===== config.mk =====
export PLATFORM = sky130hd
export DESIGN_NAME = fp_div
export DESIGN_NICKNAME = d
export VERILOG_FILES = /design/src/rtl/fp_div.sv
export SDC_FILE = /design/constraint.sdc
export NUM_CORES = 1
export LEC_CHECK = 0
export ABC_AREA = 1
export BUFFER_PORTS_ARGS = -buffer_cell sky130_fd_sc_hd__buf_2
export CAP_MARGIN = 20
export CELL_PAD_IN_SITES_DETAIL_PLACEMENT = 0
export CELL_PAD_IN_SITES_GLOBAL_PLACEMENT = 1
export CORE_MARGIN = 4
export CORE_UTILIZATION = 47
export CTS_BUF_LIST = sky130_fd_sc_hd__clkbuf_2 sky130_fd_sc_hd__clkbuf_4 sky130_fd_sc_hd__clkbuf_8
export CTS_CLUSTER_SIZE = 8
export DETAILED_ROUTE_END_ITERATION = 8
export GPL_TIMING_DRIVEN = 0
export PLACE_DENSITY = 0.85
export SLEW_MARGIN = 20
export SYNTH_ARGS = -nofsm -noshare
export SYNTH_HDL_FRONTEND = slang
export SYNTH_SLANG_ARGS = --single-unit
export TNS_END_PERCENT = 10

===== constraint.sdc =====
create_clock -name clk -period 7.1 [get_ports clk]
set_input_delay 0 -clock clk [delete_from_list [all_inputs] [get_ports clk]]
set_output_delay 0 -clock clk [all_outputs]
set_load 0.05 [all_outputs]

===== src/rtl/fp_div.sv =====
// rtl/fp_div.sv - iterative IEEE-754 single-precision divider, z = a / b
//
// Radix-2 restoring divider with a start/done handshake. Operands are captured
// when start is accepted in IDLE; z and status update on entry to DONE and hold
// until the next completion or reset.
//
// Ports:
//   clk     rising-edge clock
//   rst     synchronous active-high reset
//   start   begin an operation (sampled only in IDLE)
//   a, b    dividend and divisor, IEEE single
//   rnd     rounding mode: 000 RNE, 001 RTZ, 010 +inf, 011 -inf, 100 away (101-111 -> 000)
//   busy    high from the cycle after start is accepted through the done cycle
//   done    one-cycle completion pulse
//   z       quotient
//   status  [0] zero [1] inf [2] nan [3] tiny [4] huge [5] inexact [6] div_by_zero [7] 0
//
// Optional feature macro: FP_DIV_EARLY_OUT_EN
//   When defined, special operands (zero, inf, NaN, denormal) skip DIVIDE.

module fp_div #(
    parameter int BITS_PER_CYCLE = 1
) (
    input  logic        clk,
    input  logic        rst,
    input  logic        start,
    input  logic [31:0] a,
    input  logic [31:0] b,
    input  logic [2:0]  rnd,
    output logic        busy,
    output logic        done,
    output logic [31:0] z,
    output logic [7:0]  status
);

    localparam int         DIV_CYCLES = 26 / BITS_PER_CYCLE;
    localparam logic [4:0] LAST_CNT   = 5'(DIV_CYCLES - 1);

    typedef enum logic [1:0] {IDLE, DIVIDE, ROUND, DONE} state_t;

    state_t      state;
    logic [31:0] a_q;
    logic [31:0] b_q;
    logic [2:0]  rnd_q;
    logic [24:0] rem;
    logic [25:0] q;
    logic [4:0]  cnt;

    // Any operand with exponent 0 (zero/denormal) or 255 (inf/NaN) bypasses the datapath.
    function automatic logic is_special(input logic [31:0] x, input logic [31:0] y);
        return (x[30:23] == 8'd0) || (x[30:23] == 8'hFF) ||
               (y[30:23] == 8'd0) || (y[30:23] == 8'hFF);
    endfunction

    // Divide step(s). The partial remainder always stays below the divisor
    // (< 2^24) after a step, so shifting it left fits in 25 bits.
    logic [24:0] dvs;
    logic [24:0] rem_nx;
    logic [25:0] q_nx;

    assign dvs = {2'b01, b_q[22:0]};

    always_comb begin
        rem_nx = rem;
        q_nx   = q;
        for (int i = 0; i < BITS_PER_CYCLE; i++) begin
            if (rem_nx >= dvs) begin
                rem_nx = rem_nx - dvs;
                q_nx   = {q_nx[24:0], 1'b1};
            end else begin
                q_nx   = {q_nx[24:0], 1'b0};
            end
            rem_nx = {rem_nx[23:0], 1'b0};
        end
    end

    // Normalise, round and classify the result.
    logic        sign;
    logic [9:0]  exp_raw;
    logic [9:0]  exp_adj;
    logic [9:0]  exp_fin;
    logic [23:0] mant;
    logic [23:0] mant_fin;
    logic [24:0] sum;
    logic        guard;
    logic        sticky;
    logic        inc;
    logic        to_inf;
    logic        a_zero, a_inf, a_nan, b_zero, b_inf, b_nan;
    logic [31:0] res_z;
    logic [7:0]  res_st;

    always_comb begin
        sign    = a_q[31] ^ b_q[31];
        exp_raw = {2'b00, a_q[30:23]} - {2'b00, b_q[30:23]} + 10'd127;
        if (q[25]) begin
            mant    = q[25:2];
            guard   = q[1];
            sticky  = q[0] | (rem != 25'd0);
            exp_adj = exp_raw;
        end else begin
            mant    = q[24:1];
            guard   = q[0];
            sticky  = (rem != 25'd0);
            exp_adj = exp_raw - 10'd1;
        end

        case (rnd_q)
            3'b000:  inc = guard & (sticky | mant[0]);
            3'b001:  inc = 1'b0;
            3'b010:  inc = ~sign & (guard | sticky);
            3'b011:  inc = sign & (guard | sticky);
            default: inc = guard | sticky;
        endcase

        sum = {1'b0, mant} + {24'd0, inc};
        if (sum[24]) begin
            mant_fin = sum[24:1];
            exp_fin  = exp_adj + 10'd1;
        end else begin
            mant_fin = sum[23:0];
            exp_fin  = exp_adj;
        end

        to_inf = (rnd_q == 3'b000) || (rnd_q == 3'b100) ||
                 ((rnd_q == 3'b010) && !sign) || ((rnd_q == 3'b011) && sign);

        res_z  = {sign, exp_fin[7:0], mant_fin[22:0]};
        res_st = {2'b00, guard | sticky, 5'b00000};
        if ($signed(exp_fin) >= 10'sd255) begin
            res_z  = to_inf ? {sign, 8'hFF, 23'd0} : {sign, 31'h7F7FFFFF};
            res_st = to_inf ? 8'h32 : 8'h30;
        end else if ($signed(exp_fin) <= 10'sd0) begin
            res_z  = {sign, 31'd0};
            res_st = 8'h29;
        end

        a_zero = (a_q[30:23] == 8'd0);
        b_zero = (b_q[30:23] == 8'd0);
        a_inf  = (a_q[30:23] == 8'hFF) && (a_q[22:0] == 23'd0);
        b_inf  = (b_q[30:23] == 8'hFF) && (b_q[22:0] == 23'd0);
        a_nan  = (a_q[30:23] == 8'hFF) && (a_q[22:0] != 23'd0);
        b_nan  = (b_q[30:23] == 8'hFF) && (b_q[22:0] != 23'd0);

        if (a_nan || b_nan || (a_zero && b_zero) || (a_inf && b_inf)) begin
            res_z  = 32'h7FC00000;
            res_st = 8'h04;
        end else if (a_inf) begin
            res_z  = {sign, 8'hFF, 23'd0};
            res_st = 8'h02;
        end else if (b_zero) begin
            res_z  = {sign, 8'hFF, 23'd0};
            res_st = 8'h42;
        end else if (a_zero || b_inf) begin
            res_z  = {sign, 31'd0};
            res_st = 8'h01;
        end
    end

    always_ff @(posedge clk) begin
        if (rst) begin
            state  <= IDLE;
            busy   <= 1'b0;
            done   <= 1'b0;
            z      <= 32'd0;
            status <= 8'd0;
            a_q    <= 32'd0;
            b_q    <= 32'd0;
            rnd_q  <= 3'd0;
            rem    <= 25'd0;
            q      <= 26'd0;
            cnt    <= 5'd0;
        end else begin
            case (state)
                IDLE: begin
                    done <= 1'b0;
                    if (start) begin
                        a_q   <= a;
                        b_q   <= b;
                        rnd_q <= (rnd > 3'd4) ? 3'd0 : rnd;
                        rem   <= {2'b01, a[22:0]};
                        q     <= 26'd0;
                        cnt   <= 5'd0;
                        busy  <= 1'b1;
`ifdef FP_DIV_EARLY_OUT_EN
                        state <= is_special(a, b) ? ROUND : DIVIDE;
`else
                        state <= DIVIDE;
`endif
                    end
                end
                DIVIDE: begin
                    rem <= rem_nx;
                    q   <= q_nx;
                    cnt <= cnt + 5'd1;
                    if (cnt == LAST_CNT) begin
                        state <= ROUND;
                    end
                end
                ROUND: begin
                    z      <= res_z;
                    status <= res_st;
                    done   <= 1'b1;
                    state  <= DONE;
                end
                DONE: begin
                    done  <= 1'b0;
                    busy  <= 1'b0;
                    state <= IDLE;
                end
                default: state <= IDLE;
            endcase
        end
    end

endmodule


==> results.py <==
metrics = {
    "routing": {
        "number_of_design_rule_violations_left_after_detail_routing": 0,
        "vias": 11100,
        "detail_route.first_pass.iterations": 5,
        "drt-vias-per-instance": 5.14,
        "drt-initial-drc-count": 639,
        "routed_wire_length_per_instance_um": 15.3,
        "count_of_antenna_violating_nets_left_after_detailed_routing": 0,
        "totalWireLength_um": 33100,
    },
    "global_route": {
        "globalRouteTotalUtil_pct": 25.9,
        "grt-ovfl-total": 0,
        "maximum_number_of_pins_on_one_net_before_global_route_repair": 19,
        "first_pass_grt_wire_length_um": 53900,
        "grt_antenna_before_repair": 1,
        "via_count_of_the_first_global_routing_pass": 10800,
    },
    "clocking": {
        "cts.htree.levels": 4,
        "tritoncts_num_sinks": 166,
        "cts_root_buffer": "clkbuf_8",
        "clk_latency_ns": 0.47,
        "ctsResizeCount": 0,
        "cts_buffers": 17,
        "post_cts_buffers": 0,
        "clock_tree_from_tritoncts": "yes",
        "ctsHoldBuffers": 69,
        "clkSlewWorstSetupHoldPaths_ns": 0.11,
        "cts_max_path_buffers": 2,
    },
    "placed_design": {
        "detailed_place.area_sq_um": 11700,
        "total_of_buffers_placed_on_input_and_output_ports": 109,
        "dp_hpwl_um": 25700,
        "pre_cts_slack_ns": 2.85,
        "finalWeightedCongestion": 0.925,
    },
    "floorplan": {
        "floorplan.io_pins": 112,
        "placeable_core_area_sq_um": 22600,
        "die-area_sq_um": 25400,
        "placementRows": 55,
        "die_x_um": 159,
        "initial_core_util_pct": 47.7,
        "overall_die_height_um": 159,
    },
    "timing": {
        "worst_slew_margin_rel_pct": 37.3,
        "finalHoldViolCount": 0,
        "fmaxAchievable_ghz": 0.234,
        "hold_ws_ns": 0.312,
        "fin_ws_ns": 2.83,
        "final.min_clock_period_ns": 4.27,
        "period_share_pct": 60.2,
        "grt_setup_unrepaired": "false",
        "finalMaxSlewViolations": 0,
        "timing.setup.tns_ns": 0,
        "clock_skew_ns": 0.0216,
        "timing.final.setup_violations": 0,
        "worst_pin_slew_ns": 0.937,
    },
    "synth": {
        "syn_nets": 1779,
        "synth_area_per_cell_sq_um": 6.47,
        "yosys_warnings": 0,
        "netlist_instances": 1663,
        "synth.lib_cells_used.distinct": 48,
        "postSynthRegisterBits": 166,
        "yosysSeqAreaShare_pct": 30.9,
        "synth.cell_area_sq_um": 10800,
    },
    "finish": {
        "area_taken_by_multi_input_logic_gates_sq_um": 6280,
        "diodes": 0,
        "mostFrequentLayoutCell": "nand2_1",
        "post-route-cell-area_sq_um": 12700,
        "final_net_count": 1976,
        "layout.core_utilization_pct": 56.5,
        "layout-area-overhead-vs-synth_pct": 18.4,
        "share_of_cells_above_drive_strength_1_pct": 12.4,
        "final_cell_mix": "398 x nand2_1, 225 x nor2_1, 194 x inv_1",
        "fill_cells": 2333,
        "register_area_sq_um": 3320,
    },
    "critical_path": {
        "timing.critical_path.required_ns": 7.43,
        "critical-path-max-stage-delay_ns": 0.31,
        "worst_path_most_repeated_cell": "nand2_1",
        "worst_setup_path_start_kind": "register",
        "worst-path-max-fanout": 10,
        "criticalPathCategory": "register to register",
        "cp-startpoint": "q[25]$_SDFFE_PP0P_",
        "worst_ep_arrival_time_ns": 4.60,
        "timing.critical_path.to_type": "register",
        "timing.rr.start": "q[25]$_SDFFE_PP0P_",
        "crit_path_top_delay_cell": "dfxtp_1",
    },
    "worst_hold_path": {
        "min_path_type": "primary input to register",
        "worst_hold_startpoint": "b[31]",
    },
    "power_and_ir_drop": {
        "internal_power_uw": 2740,
        "combinationalPowerShare_pct": 66.3,
        "power_density_nw_per_um2": 473,
        "power_switching_uw": 3290,
        "leakage_uw": 0.00565,
        "share_seq_of_total_power_pct": 22.1,
        "vdd.ir_drop.worst_mv": 0.198,
        "power_switching_share_pct": 54.6,
        "share_clk_of_total_power_pct": 11.6,
    },
    "outcome": {
        "status": "completed",
    },
    "run": {
        "max-cap-violations": 0,
    },
}
-- per-stage QoR --
stage,cells,total power (uW)
floorplan,1663,4360
global placement,2057,5260
detailed placement,2057,5290
CTS,2158,6030
global route,2158,6620
finish,2158,6030
-- cells in the mapped netlist, drive strengths merged --
master	n	share of area (%)
a31oi	27	1.6
and3	2	0.12
o22ai	1	0.058
nand4	16	0.99
clkbuf	51	1.8
a211oi	3	0.21
nand3	91	5.1
xor2	23	1.9
and2	2	0.12
a41oi	1	0.081
o211ai	19	1.3
xnor2	16	1.3
conb	1	0.035
or2	2	0.12
o21a	5	0.35
nor3b	3	0.21
nor3	11	0.51
a21boi	2	0.14
dfxtp	166	31
buf	21	2.0
fa	2	0.37
nand2	417	15
a221oi	3	0.24
o21ai	126	6.0
nand3b	5	0.35
o21bai	2	0.14
a21oi	128	6.0
o31ai	2	0.14
inv	203	7.1
nor4	19	1.1
a21o	2	0.14
nor2	247	9.6
ha	44	5.1
-- final timing paths --
path / end / slack (ns) / cells after the start
worst max-delay path: z[30]$_SDFFE_PP0P_ / 2.83 / 28
worst min-delay path: b_q[31]$_SDFFE_PP0P_ / 0.31 / 4
worst max register to register: z[30]$_SDFFE_PP0P_ / 2.83 / 28
worst min register to register: done$_SDFFE_PP0P_ / 0.46 / 2
-- sequential cells by signal, indices dropped and copies added (netlist names) --
register / flops
cnt: 5
rnd_q: 3
q: 26
state: 2
done: 1
z: 32
busy: 1
status: 7
rem: 25
b_q: 32
a_q: 32
-- logic make-up (layout without fill, tap and decap cells) --
kind of cell	Yosys count	count (layout)	synth area share, %
compound gates	321	321	16.3
xor+xnor	39	39	3.17
fa+ha+maj	46	46	5.49
buf+inv	275	485	10.8
flops	166	166	30.9
other cells	1	1	0.0348
simple gates	815	815	33.3
-- worst max-delay path: cells and delay by family, from the launching register on --
kind                       cells  cell delay (ns)
and+or+nand+nor               15             1.85
AOI/OAI and AO/OA              5             0.75
buffers and inverters          6             0.72
adders and majority gates      2             0.51
DFF                            1             0.31
-- area by class of cell --
class / count / share of cell area (%)
plain buffers: 72 / 3.15
clock inverters: 15 / 1.21
repair buffers: 178 / 9.70
inverters: 203 / 6.00
multi-input cells: 1222 / 49.2
clock buffers: 17 / 1.84
well taps: 285 / 2.80
flip-flops and latches: 166 / 26.1
-- routing by layer --
layer | vias to the layer above | track usage [%] | share of wire, %
met4 | 2 | 10.3 | 3.6
met2 | 228 | 46.9 | 50
met5 | - | 0 | 0.039
met1 | 5025 | 30.5 | 43
li1 | 5772 | - | -
met3 | 61 | 4.17 | 3.4
-- power groups by stage --
stage / combinational [uW] / clock (uW) / sequential, uW
2_1_floorplan: 2800 / 0 / 1560
3_3_place_gp: 3910 / 0 / 1350
3_5_place_dp: 3940 / 0 / 1350
4_1_cts: 3990 / 713 / 1330
5_1_grt: 4500 / 754 / 1360
6_report: 4000 / 696 / 1330
(Power assumes the default switching activity.)
